**src/rtl/sweep_pkg.sv**
```systemverilog
// Shared definitions for the exhaustive 6-input sweep engine:
// FSM states, pattern space size and the CRC-CCITT MISR step.
package sweep_pkg;

  localparam logic [15:0] MISR_POLY    = 16'h1021;
  localparam int          PATTERN_BITS = 6;
  localparam int          NUM_PATTERNS = 64;

  typedef enum logic [1:0] {
    IDLE   = 2'd0,
    HOLD   = 2'd1,
    SAMPLE = 2'd2,
    DONE   = 2'd3
  } sweep_state_t;

  // One serial CRC-CCITT step: shift left, fold the feedback bit back in.
  function automatic logic [15:0] misr_step(input logic [15:0] sig, input logic din);
    logic fb;
    fb = sig[15] ^ din;
    return {sig[14:0], 1'b0} ^ (fb ? MISR_POLY : 16'h0000);
  endfunction

endpackage

```
**src/rtl/misr16.sv**
```systemverilog
// 16-bit serial MISR: seed load takes priority over a shift step.
module misr16
  import sweep_pkg::*;
(
  input  logic        clk,
  input  logic        rst_n,
  input  logic        load,
  input  logic [15:0] seed,
  input  logic        shift,
  input  logic        din,
  output logic [15:0] sig
);

  always_ff @(posedge clk or negedge rst_n) begin
    if (!rst_n) begin
      sig <= 16'h0000;
    end else if (load) begin
      sig <= seed;
    end else if (shift) begin
      sig <= misr_step(sig, din);
    end
  end

endmodule

```
**src/rtl/exhaust_sweep.sv**
```systemverilog
// Exhaustive sweep of a 6-input combinational network: every pattern is held,
// the response sampled once, and compacted into a MISR plus a ones count.
module exhaust_sweep
  import sweep_pkg::*;
#(
  parameter int          SETTLE_CYCLES = 1,
  parameter logic [15:0] SIG_SEED      = 16'hFFFF
) (
  input  logic        clk,
  input  logic        rst_n,
  input  logic        start,
  input  logic        abort,
  input  logic        f_in,
  output logic        a,
  output logic        b,
  output logic        c,
  output logic        d,
  output logic        e,
  output logic        g,
  output logic        busy,
  output logic        done,
  output logic [15:0] signature,
  output logic [6:0]  ones_count
);

  localparam logic [3:0]              HOLD_LAST = 4'(SETTLE_CYCLES - 1);
  localparam logic [PATTERN_BITS-1:0] LAST_P    = PATTERN_BITS'(NUM_PATTERNS - 1);

  sweep_state_t            r_state;
  sweep_state_t            w_next;
  logic [3:0]              r_hold;
  logic [PATTERN_BITS-1:0] r_p;
  logic [6:0]              r_ones;
  logic                    w_accept;
  logic                    w_shift;

  // Start is honoured only from IDLE or the DONE cycle, and abort always wins.
  assign w_accept = start && !abort && ((r_state == IDLE) || (r_state == DONE));
  assign w_shift  = (r_state == SAMPLE) && !abort;

  always_ff @(posedge clk or negedge rst_n) begin
    if (!rst_n) begin
      r_state <= IDLE;
    end else begin
      r_state <= w_next;
    end
  end

  always_comb begin
    w_next = r_state;
    case (r_state)
      IDLE:    w_next = w_accept ? HOLD : IDLE;
      HOLD: begin
        if (abort)                   w_next = IDLE;
        else if (r_hold == HOLD_LAST) w_next = SAMPLE;
      end
      SAMPLE: begin
        if (abort)              w_next = IDLE;
        else if (r_p == LAST_P) w_next = DONE;
        else                    w_next = HOLD;
      end
      DONE:    w_next = w_accept ? HOLD : IDLE;
      default: w_next = IDLE;
    endcase
  end

  always_comb begin
    busy = (r_state == HOLD) || (r_state == SAMPLE);
    done = (r_state == DONE);
    {a, b, c, d, e, g} = busy ? r_p : '0;
  end

  always_ff @(posedge clk or negedge rst_n) begin
    if (!rst_n) begin
      r_hold <= 4'd0;
      r_p    <= '0;
      r_ones <= 7'd0;
    end else begin
      r_hold <= ((r_state == HOLD) && (w_next == HOLD)) ? r_hold + 4'd1 : 4'd0;
      if (w_accept) begin
        r_p    <= '0;
        r_ones <= 7'd0;
      end else if (w_shift) begin
        r_ones <= r_ones + {6'd0, f_in};
        if (r_p != LAST_P) begin
          r_p <= r_p + 1'b1;
        end
      end
    end
  end

  misr16 u_misr (
    .clk   (clk),
    .rst_n (rst_n),
    .load  (w_accept),
    .seed  (SIG_SEED),
    .shift (w_shift),
    .din   (f_in),
    .sig   (signature)
  );

  assign ones_count = r_ones;

endmodule

```
**config.mk**
```make
export PLATFORM = sky130hd
export DESIGN_NAME = exhaust_sweep
export DESIGN_NICKNAME = d
export VERILOG_FILES = /design/src/rtl/sweep_pkg.sv /design/src/rtl/misr16.sv /design/src/rtl/exhaust_sweep.sv
export SDC_FILE = /design/constraint.sdc
export NUM_CORES = 1
export LEC_CHECK = 0
export CAP_MARGIN = 20
export CORE_MARGIN = 5
export CORE_UTILIZATION = 50
export DETAILED_ROUTE_END_ITERATION = 10
export MAX_ROUTING_LAYER = met4
export PLACE_DENSITY = 0.85
export SLEW_MARGIN = 15
export SYNTH_ARGS = -nofsm -noshare
export SYNTH_HDL_FRONTEND = slang
export SYNTH_SLANG_ARGS = --single-unit
```
**constraint.sdc**
```tcl
create_clock -name clk -period 2.21 [get_ports clk]
set_input_delay 0.3315 -clock clk [delete_from_list [all_inputs] [get_ports clk]]
set_output_delay 0.3315 -clock clk [all_outputs]
set_load 0.03 [all_outputs]
```
After elaboration in Yosys (flattened, before gate mapping) --
Cells that the tools add are included.
Storage, ports and cells: register bits after elaboration 35, bits in latches 0, bits in writable memories 0, bits in read-only memories 0, input port bits 5, output and inout port bits 31, memories 0
Cells by class: $add $sub $neg 3, multiply operators 0, div/mod/pow operators 0, magnitude comparators 0, equality and inequality tests 6, shift operators 0, muxes and demuxes 16, bitwise operators 2, reductions and logical operators 13
Operators by type and width (count):
- 16-bit two-way mux | 2
- 6-bit two-way mux | 4
- 16-bit XOR | 1
- 7-bit two-way mux | 2
- 13-bit two-way mux | 1
- 2-bit two-way mux | 4
- 7-bit by 1-bit adder with 7-bit output | 1
- 6-bit by 1-bit adder with 6-bit output (second input constant) | 1
- 6-bit == test (second input constant) | 1
- 6-bit != test (second input constant) | 1
- 2-bit case mux with 3 select lines | 1
- 4-bit by 1-bit adder with 4-bit output (second input constant) | 1
- 2-bit by 1-bit == test with 1-bit output (second input constant) | 2
- 2-bit == test (second input constant) | 2
- 1-bit logical AND | 4
- 4-bit logical NOT | 1
- 4-bit two-way mux | 1
- 2-bit nonzero test | 2
- 2-bit logical NOT | 1
- 1-bit logical OR | 2
- 2-bit AND reduction | 1
- 2-bit OR reduction | 1
- 1-bit logical NOT | 1
- 1-bit two-way mux | 1
- 1-bit XOR | 1

Longest topological paths before layout --
Gate-level depths: netlist of the first run.
depth in word-level cells 8, mapped depth 7, mapped depth without buffers 5

By module --
Synthesis of the first run repeated with hierarchy kept, for this count alone.
Second synthesis, totals: cells, all modules 189, area total of the unflattened synthesis 1845.5 sq um
By module, submodules not included:
- exhaust_sweep | instances 1, cells each 114, area an instance 1071.0 sq um
- misr16 | instances 1, cells each 75, area an instance 774.5 sq um

Least setup slack after synthesis of the first run --
Ideal clock, no wire load.
path kind register to register, start point register r_ones[0], in the netlist ones_count[0], end point register r_ones[6], in the netlist ones_count[6], setup time 77 ps, arrival time 1599 ps, required time 2133 ps, setup slack 533 ps, cell stages (with the launch flop) 6, buffers on the path 0, path through dfrtp_1 > ha_1 > ha_1 > nand3_1 > or4_1 > a21oi_1
Between the ends: longest elaborated chain between the ends 3
RTL lines:
- start: declaration | line exhaust_sweep.sv:33 | logic [6:0] r_ones;
- start signal: assignment | line exhaust_sweep.sv:84 | r_ones <= r_ones + {6'd0, f_in};
- 7-bit by 1-bit adder with 7-bit output | line exhaust_sweep.sv:84
- 7-bit two-way mux | line exhaust_sweep.sv:83 | end else if (w_shift) begin
- 7-bit two-way mux | line exhaust_sweep.sv:80 | if (w_accept) begin
Every way passes these cells. The select of a mux whose other input is x is not followed. A chain may end at the register's enable or synchronous reset.

Worst setup path in the final report of the first run --
start point register r_state[0], end point output port e
Between the ends: longest elaborated chain between the ends 3, elaborated cells between the ends (all ways) 4, classes of those cells eq/ne (2); mux (1); reduce/logical (1)
RTL lines:
- start: declaration | line exhaust_sweep.sv:29 | sweep_state_t r_state;
- start signal: assignment | line exhaust_sweep.sv:45 | r_state <= w_next;
- 2-bit by 1-bit == test with 1-bit output / 2-bit == test (equally long branches) | line exhaust_sweep.sv:68 | busy = (r_state == HOLD) || (r_state == SAMPLE);
- 1-bit logical OR (*) | line exhaust_sweep.sv:68
- 6-bit two-way mux (*) | line exhaust_sweep.sv:70 | {a, b, c, d, e, g} = busy ? r_p : '0;
- end: declaration | line exhaust_sweep.sv:18 | output logic e,
Mark *: on every way between the ends. The rest lies on a longest branch, timed or not.

==> impl_metrics.csv, run 1 <==
group,metric,value,unit
status,outcome,"complete, no violations",
die,fp.dieW,68.9,um
place,place_hpwl,2.67,mm
timing,final.setup.tns,0,ps
flow_run,drv_cap,0,
detailed_routing,wl_per_cell,14.2,um
detailed_routing,avgViaCountPerCell,5.52,
clocking,clk_pin_slew,110,ps
yosys,yosysWarningCount,0,
detailed_routing,ant_nets,0,
global_route,antenna_found_initial,0,
timing,fin_crit_sh,96.0,%
clocking,cts_tree,"built",
detailed_routing,drc_errors,0,
yosys,yosys.area.top_type,"dfrtp_1",
yosys,synth_top_family_by_area,"simple AND/OR/NAND/NOR gates",
yosys,synth_fa_ha_area_share,5.78,%
clocking,clock-sinks,35,
pwr,p_leak,0.946,nW
die,initial_utilization,51.9,%
yosys,synthArstFlopShare,100,%
critical_path,cp.arrival,1790,ps
clocking,ctsResizeCount,7,
global_route,grt_use_total,19.5,%
timing,period_needed,2120,ps
critical_path,crit_type,"reg2out",
clocking,clk_latency,340,ps
layout,drive_gt1_share,5.41,%
yosys,synth-edff-count,0,
die,ios,36,
timing,hold_violations,0,
yosys,synth_nets,197,
detailed_routing,drtIter0Drc,131,
global_route,grt_pass1_wl,6.64,mm
timing,worst_slew_pin_slew,545,ps
yosys,synth_top_area_share,50.5,%
clocking,cts_buffers,5,
timing,finalClockSkew,10.7,ps
yosys,synth_xor_area_share,3.03,%
pwr,power_density,698,nW/um^2
yosys,ys_types,37,
critical_path,cp.required,1880,ps
yosys,syn-instance-count,184,
critical_path,critPathLaunchType,"register",
clocking,cts_setup_buffers,0,
die,die_y,68.9,um
critical_path,worstReg2RegStart,"r_state[0]",
clocking,cts_buffer_depth,2,
pwr,vdd_drop_max,0.511,mV
layout,syn_to_final_growth,25.3,%
yosys,synth_compound_area_share,9.39,%
critical_path,path_max_fanout,10,
yosys,muxShareOfSynthArea,0.578,%
yosys,synth.area.top_cells,"dfrtp_1, nand2_1, ha_1, nand3_1, a21oi_1",
place,io_buffers,35,
timing,max_freq,0.471,GHz
yosys,syn-cell-area,1730,sq um
yosys,seq_area_frac_synth,50.5,%
global_route,overflow,0,
layout,antennaDiodeCount,0,
die,die_area,4740,sq um
min_path,hold_class,"in2async",
die,core-area,3340,sq um
timing,setup_viol,0,
yosys,synth-seq-cells,35,
global_route,grt_max_degree,36,
timing,slew_headroom,63.7,%
critical_path,endpoint_kind,"output pin",
die,row_count,21,
layout,fin_util,65.1,%
global_route,grt_pass1_vias,1515,
detailed_routing,drt-pass1-iter-count,4,
timing,slew_violations,0,
place,gp_congestion,0.899,
yosys,synth-simple-area-share,26.0,%
clocking,root_buffer,"clkbuf_4",
clocking,hold_buffers,0,
critical_path,critical_path.startpoint,"r_state[0]",
layout,fillers,289,
detailed_routing,drt_wl_total,3.80,mm
layout,final_nets,234,
timing,rsz0062_at_grt,"no",
yosys,synth_flop_cell,"dfrtp_1",
clocking,h-tree-depth,2,
yosys,syn-mean-instance-area,9.42,sq um
detailed_routing,vias,1479,
==> per-layer routing <==
metal,vias to the layer above,GRT usage [%],wire (um)
met1,708,24.9,1760
met3,8,3.57,204
met4,0,9.73,78
li1,708,-,-
met2,55,29.9,1760
met5,-,-,0
==> registers in the layout, indices dropped and copies added (netlist names) <==
register / cells
r_hold: 4
r_p: 6
r_state: 2
ones_count: 7
u_misr.sig: 16
==> power breakdown <==
group          internal (mW)  switching [mW]  leakage [nW]
clock                  0.124           0.212        0.0293
combinational          0.167           0.251         0.502
sequential             0.702          0.0589         0.415
==> cell usage after synthesis (3+ instances only) <==
master	instances
dfrtp_1	35
nor2b_1	7
a21oi_1	10
or4_1	3
nor3_1	4
nand3_1	16
ha_1	8
xor2_1	4
o21ai_0	5
clkbuf_1	4
inv_1	8
buf_2	5
nand2_1	38
nor2_1	7
==> area by class of cell <==
type | instances | area [sq um] | share of cell area (%)
flip-flops and latches | 35 | 876 | 40.3
multi-input cells | 131 | 776 | 35.7
repair buffers | 40 | 383 | 17.6
well taps | 46 | 57.6 | 2.65
clock buffers | 7 | 45.0 | 2.07
inverters | 8 | 30.0 | 1.38
clock inverters | 1 | 5.00 | 0.230
==> worst max-delay path: stages (launching register included) <==
cell             delay [ps]
dfrtp_1                 410
inv_1                    60
ha_1                    420
nor2b_1                 170
clkdlybuf4s15_1         380
==> per-stage QoR <==
step                std cells  worst slack (ps)  hold slack (ps)  area (sq um)  total power, mW
finish                    268              87.6              391          2170             1.52
global route              268              2.50              437          2170             1.60
CTS                       268              35.9              401          2170             1.53
detailed placement        260               153              493          2130             1.20
global placement          260               203              476          2130             1.19
floorplan                 184               533             35.9          1730             1.01
==> cell usage in the layout, fill, tap and decap left out, drive strengths merged <==
| cell | count |
|---|---|
| dfrtp | 35 |
| clkdlybuf4s50 | 28 |
| and3 | 1 |
| o32ai | 1 |
| nor2 | 7 |
| and3b | 1 |
| nand2b | 2 |
| xor2 | 4 |
| xnor2 | 2 |
| nand4b | 2 |
| nor4 | 2 |
| a311oi | 1 |
| mux2i | 1 |
| or3 | 2 |
| o211ai | 1 |
| a211oi | 1 |
| nor2b | 7 |
| dlygate4sd2 | 4 |
| inv | 8 |
| clkinv | 1 |
| nand4 | 1 |
| o21bai | 1 |
| a21oi | 10 |
| nor3 | 4 |
| a31oi | 1 |
| o2111ai | 1 |
| a41oi | 2 |
| or4 | 3 |
| o31ai | 2 |
| nand3b | 2 |
| nand3 | 16 |
| nand2 | 38 |
| ha | 8 |
| clkdlybuf4s15 | 3 |
| o21ai | 5 |
| nor3b | 1 |
| clkbuf | 7 |
| and4 | 1 |
| buf | 5 |
==> logic make-up (layout without fill, tap and decap cells) <==
kind of cell               count (synthesis)  count (layout)
AOI/OAI and AO/OA                         26              26
xor gates and xnor gates                   6               6
adders and majority gates                  8               8
buffers and inverters                     18              56
DFF                                       35              35
muxes                                      1               1
and+or+nand+nor                           90              90
==> final timing paths <==
| check | cells after the start | slack (ps) | to |
|---|---|---|---|
| max in group asynchronous | 2 | 1500 | r_p[1] |
| setup / recovery | 4 | 90 | e |
| hold reg to reg | 1 | 510 | r_hold[0] |
| hold / removal | 2 | 390 | r_hold[1] |
| setup reg to reg | 5 | 300 | r_p[3] |
| min in group clk | 1 | 510 | r_hold[0] |
No activity file was read; power rests on OpenSTA's default activity.
==> inputs of run 2 (changes only) <==
--- a/config.mk
+++ b/config.mk
@@ -7,10 +7,11 @@
 export LEC_CHECK = 0
 export CAP_MARGIN = 20
 export CORE_MARGIN = 5
-export CORE_UTILIZATION = 50
+export CORE_UTILIZATION = 40
 export DETAILED_ROUTE_END_ITERATION = 10
 export MAX_ROUTING_LAYER = met4
-export PLACE_DENSITY = 0.85
+export PLACE_DENSITY = 0.72
+export REMOVE_ABC_BUFFERS = 1
 export SLEW_MARGIN = 15
 export SYNTH_ARGS = -nofsm -noshare
 export SYNTH_HDL_FRONTEND = slang
==> constraint.sdc (replaced) <==
create_clock -name clk -period 2 [get_ports clk]
set_input_delay 0.3 -clock clk [delete_from_list [all_inputs] [get_ports clk]]
set_output_delay 0.3 -clock clk [all_outputs]
set_load 0.03 [all_outputs]
==> run 2 against run 1 <==
First-iteration DRC count down 35%; worst setup slack better by 90 ps; sequential power up 10%; clock power up 93%; flip-flop and latch count unchanged; largest power group unchanged.
==> impl_metrics.csv, run 2 (synthesis gave the netlist of run 1 again) <==
group,metric,value,unit
timing,fin_crit_sh,91.1,%
detailed_routing,vias,1435,
clocking,cts_setup_buffers,0,
die,ios,36,
clocking,clock-sinks,35,
timing,finalClockSkew,3.85,ps
critical_path,critPathLaunchType,"register",
detailed_routing,drt-pass1-iter-count,4,
timing,max_freq,0.549,GHz
layout,largest_reg_flops,16,
critical_path,cp_num_buf_inv,1,
layout,fin_area,2270,sq um
timing,rsz0062_at_grt,"no",
detailed_routing,ant_nets,0,
critical_path,crit_family,"buffers and inverters",
clocking,cts_buffer_depth,2,
timing,slew_violations,0,
clocking,h-tree-depth,2,
critical_path,cp_slowest_cell,"clkdlybuf4s50_1",
global_route,grt_use_total,15.0,%
timing,setup_viol,0,
die,die_area,5750,sq um
global_route,grt_max_degree,36,
detailed_routing,drc_errors,0,
timing,period_needed,1820,ps
critical_path,cp.required,1700,ps
timing,holdWs,435,ps
place,dp_cells,270,
timing,setup_ws,177,ps
layout,syn_to_final_growth,30.8,%
timing,worst_slew_pin_slew,436,ps
pwr,internal_power,1.37,mW
critical_path,endpoint_kind,"output pin",
critical_path,slowest_delay,660,ps
pwr,swShare,30.0,%
detailed_routing,drt_wl_total,3.80,mm
clocking,clk_latency,280,ps
pwr,power_density,864,nW/um^2
pwr,comb_power_share,24.0,%
global_route,antenna_found_initial,0,
clocking,root_buffer,"clkbuf_8",
clocking,clk_pin_slew,70,ps
pwr,vdd_drop_max,0.473,mV
pwr,clock_power_share,33.1,%
pwr,power_frac_seq,42.9,%
pwr,p_total,1.96,mW
layout,final_nets,238,
global_route,overflow,0,
timing,final.setup.tns,0,ps
global_route,grt_pass1_wl,6.42,mm
timing,slew_headroom,70.9,%
layout,layoutNonFillerInstCount,278,
flow_run,drv_cap,0,
critical_path,cp.arrival,1520,ps
global_route,grt_pass1_vias,1364,
die,row_count,24,
die,initial_utilization,40.6,%
status,outcome,"complete, no violations",
place,placed_cell_area,2150,sq um
place,gp_congestion,0.862,
pwr,p_leak,0.992,nW
min_path,hold_class,"in2async",
place,io_buffers,35,
timing,hold_violations,0,
place,place_hpwl,2.72,mm
die,die_y,75.8,um
detailed_routing,drtIter0Drc,85,
critical_path,worstPathCellList,"ha_1, clkdlybuf4s50_1",
detailed_routing,wl_per_cell,13.7,um
die,fp.dieW,75.8,um
layout,layout_commonest_cell,"nand2_1",
place,post-place-ws,0.00266,ps
layout,fillers,403,
pwr,p_sw,0.587,mW
layout,drive_gt1_share,10.6,%
detailed_routing,avgViaCountPerCell,5.16,
clocking,cts_tree,"built",
critical_path,path_max_fanout,5,
die,core-area,4260,sq um
layout,antennaDiodeCount,0,
critical_path,crit_type,"reg2out",
layout,largest-register,"u_misr.sig",
layout,final_cell_mix,"nand2_1, dfrtp_1, clkdlybuf4s50_1",
layout,fin_util,53.1,%
clocking,cts_buffers,5,
==> run 2: changes by cell type in the layout (fill, tap and decap cells not counted) <==
cell / before / now
clkbuf_1: 2 / 0
clkbuf_4: 5 / 0
clkdlybuf4s15_1: 3 / 0
buf_4: 5 / 15
clkbuf_8: 0 / 6
bufinv_16: 0 / 1
dlygate4sd2_1: 4 / 1
==> run 2: metal layers <==
metal	up-vias	part of all wire, %	GRT usage (%)
li1	714	-	-
met1	690	47	19.5
met2	29	49	23.2
met3	2	3.7	3.83
met4	0	0.76	4.27
met5	-	0	-
==> run 2: timing repair <==
item	in CTS	in global routing
endpoints found under the hold margin	0	0
gates resized for setup	1	0
setup endpoints to repair	1	0
hold buffers	0	0
==> run 2: area by class of cell <==
| cell class | instances | area (sq um) | area share, % |
|---|---|---|---|
| clock buffer | 6 | 82.6 | 3.64 |
| clock inverter | 2 | 35.0 | 1.55 |
| inverter | 8 | 30.0 | 1.33 |
| multi-input combinational | 131 | 776 | 34.2 |
| sequential | 35 | 876 | 38.7 |
| tap | 52 | 65.1 | 2.87 |
| timing repair buffer | 44 | 402 | 17.7 |
==> run 2: worst reg2reg max path, delay by kind of cell (launching register included) <==
kind,cells,cell delay [ps]
AND/OR/NAND/NOR,2,630
flip-flops,1,420
adder cells (fa/ha/maj),1,290
AO/OA/AOI/OAI,1,170
buffers and inverters,1,70
==> run 2: power groups by stage <==
stage                     clock, mW  sequential [mW]  combinational (mW)
after floorplan                   0            0.963               0.148
after global placement            0            0.852               0.471
after detailed placement          0            0.852               0.478
after CTS                     0.670            0.841               0.478
after global routing          0.703            0.853               0.508
final                         0.649            0.840               0.469
==> run 2: path summary, 6_finish.rpt <==
path	from	endpoint	depth (start not counted)	slack (ps)
max	r_state[1]	done	2	180
min	rst_n	ones_count[4]	2	430
max reg2reg	r_state[0]	ones_count[6]	5	340
min reg2reg	r_hold[0]	r_hold[0]	1	490
max in group asynchronous	rst_n	u_misr.sig[12]	2	1260
min in group clk	r_hold[0]	r_hold[0]	1	490
==> inputs of run 3 (changes only) <==
--- a/config.mk
+++ b/config.mk
@@ -9,8 +9,9 @@
 export CORE_MARGIN = 5
 export CORE_UTILIZATION = 40
 export DETAILED_ROUTE_END_ITERATION = 10
+export DONT_BUFFER_PORTS = 1
 export MAX_ROUTING_LAYER = met4
-export PLACE_DENSITY = 0.72
+export PLACE_DENSITY = 0.61
 export REMOVE_ABC_BUFFERS = 1
 export SLEW_MARGIN = 15
 export SYNTH_ARGS = -nofsm -noshare
==> run 3 against run 2 <==
Design area decreased by 14%; final cell count decreased by 11%; global-route usage increased by 0.13 points; count of clock-buffer cells in the layout increased by 1; flip-flop and latch count unchanged; fmax increased by 0.36%; combinational power decreased by 54%; worst setup slack improved by 6.6 ps; register-to-register slack got worse by 70 ps; first-iteration DRC count decreased by 11%; clock skew increased by 7.4 ps; critical path type unchanged; critical endpoint is now e; largest cell class unchanged; highest routed layer unchanged.
==> impl_metrics.csv, run 3 (synthesis gave the netlist of run 1 again) <==
group,metric,value,unit
detailed_routing,wl_per_cell,15.7,um
detailed_routing,drc_errors,0,
die,row_count,24,
critical_path,path_max_fanout,10,
die,ios,36,
die,fp.dieW,75.8,um
timing,fin_crit_sh,90.8,%
critical_path,crit_family,"adder cells",
critical_path,cp_slowest_cell,"ha_1",
place,placed_cell_area,1840,sq um
layout,fin_area,1950,sq um
place,io_buffers,0,
clocking,clk_latency,290,ps
clocking,cts_tree,"built",
layout,multi_input_area,776,sq um
die,core-area,4260,sq um
timing,final.setup.tns,0,ps
timing,finalClockSkew,11.2,ps
min_path,min_path_cells,1,
layout,syn_to_final_growth,12.4,%
pwr,comb_power_share,12.9,%
detailed_routing,drt_wl_total,3.88,mm
critical_path,rr_worst_depth,6,
layout,fillers,420,
place,place_hpwl,2.75,mm
clocking,root_buffer,"clkbuf_8",
critical_path,critPathLaunchType,"register",
critical_path,worstPathCellList,"inv_1, ha_1, nor2b_1, buf_4",
critical_path,slowest_delay,420,ps
die,die_y,75.8,um
pwr,internal_power,1.10,mW
global_route,grt_use_total,15.1,%
global_route,overflow,0,
layout,final_cell_mix,"nand2_1, dfrtp_1, nand3_1",
critical_path,crit_type,"reg2out",
die,initial_utilization,40.6,%
timing,holdWs,85.1,ps
timing,setup_viol,0,
layout,antennaDiodeCount,0,
global_route,grt_max_degree,36,
pwr,p_leak,0.854,nW
detailed_routing,drtIter0Drc,76,
critical_path,cp.required,1700,ps
pwr,p_sw,0.570,mW
die,die_area,5750,sq um
critical_path,cp.arrival,1520,ps
pwr,vdd_drop_max,0.402,mV
global_route,antenna_found_initial,0,
clocking,clock-sinks,35,
timing,rsz0062_at_grt,"no",
place,dp_cells,238,
critical_path,cp.depth,4,
clocking,h-tree-depth,2,
global_route,grt_pass1_vias,1413,
min_path,hold_class,"in2reg",
layout,drive_gt1_share,10.2,%
detailed_routing,avgViaCountPerCell,5.60,
clocking,clk_pin_slew,80,ps
detailed_routing,ant_nets,0,
place,gp_congestion,0.808,
critical_path,cp_num_buf_inv,2,
clocking,cts_buffers,5,
clocking,cts_buffer_depth,2,
pwr,power_density,858,nW/um^2
layout,final_nets,208,
detailed_routing,drt-pass1-iter-count,4,
timing,slew_violations,0,
layout,layout_commonest_cell,"nand2_1",
timing,worst_slew_pin_slew,416,ps
timing,hold_violations,0,
detailed_routing,vias,1389,
timing,max_freq,0.551,GHz
layout,largest-register,"u_misr.sig",
global_route,grt_pass1_wl,6.47,mm
pwr,power_frac_seq,57.9,%
layout,largest_reg_flops,16,
layout,layoutNonFillerInstCount,248,
flow_run,drv_cap,0,
critical_path,endpoint_kind,"output pin",
status,outcome,"complete, no violations",
timing,slew_headroom,72.0,%
pwr,clock_power_share,29.2,%
pwr,swShare,34.1,%
timing,period_needed,1820,ps
layout,seqCellArea,876,sq um
run 3: repair_timing:
action / in CTS / in global routing
setup buffers: 0 / 0
hold buffers: 2 / 0
gates resized for setup: 0 / 0
endpoints found under the hold margin: 35 / 0
run 3: routing by layer:
layer / track usage [%] / vias up / part of all wire (%)
li1: - / 655 / -
met2: 23.4 / 42 / 48
met1: 18.3 / 687 / 44
met5: - / - / 0
met3: 4.62 / 5 / 6.1
met4: 6.41 / 0 / 1.1
run 3: layout make-up:
type	count	share of cell area (%)
flip-flops and latches	35	45.0
clock inverters	1	0.257
clock buffers	7	3.92
inverters	8	1.54
repair buffers	14	6.17
multi-input cells	131	39.8
well taps	52	3.34
run 3: power groups by stage:
stage,clock network (mW),registers (mW),logic [mW]
after floorplan,0,0.963,0.148
after global placement,0,0.980,0.192
after detailed placement,0,0.980,0.202
after CTS,0.504,0.968,0.222
after global routing,0.526,0.977,0.245
final,0.488,0.968,0.216
run 3: final timing paths:
check / start / slack [ps] / to
max: r_state[0] / 180 / e
min: abort / 90 / r_state[1]
max reg2reg: r_state[0] / 270 / r_p[4]
min reg2reg: r_hold[0] / 490 / r_hold[0]
max in group asynchronous: rst_n / 1350 / r_hold[0]
min in group asynchronous: rst_n / 460 / u_misr.sig[12]
run 3: through the flow:
stage	power [mW]	utilization, %	worst slack (ps)
global route	1.75	45.7	77.1
floorplan	1.11	-	-64.7
finish	1.67	45.7	184
CTS	1.69	45.7	155
detailed placement	1.18	43.1	280
global placement	1.17	43.1	313
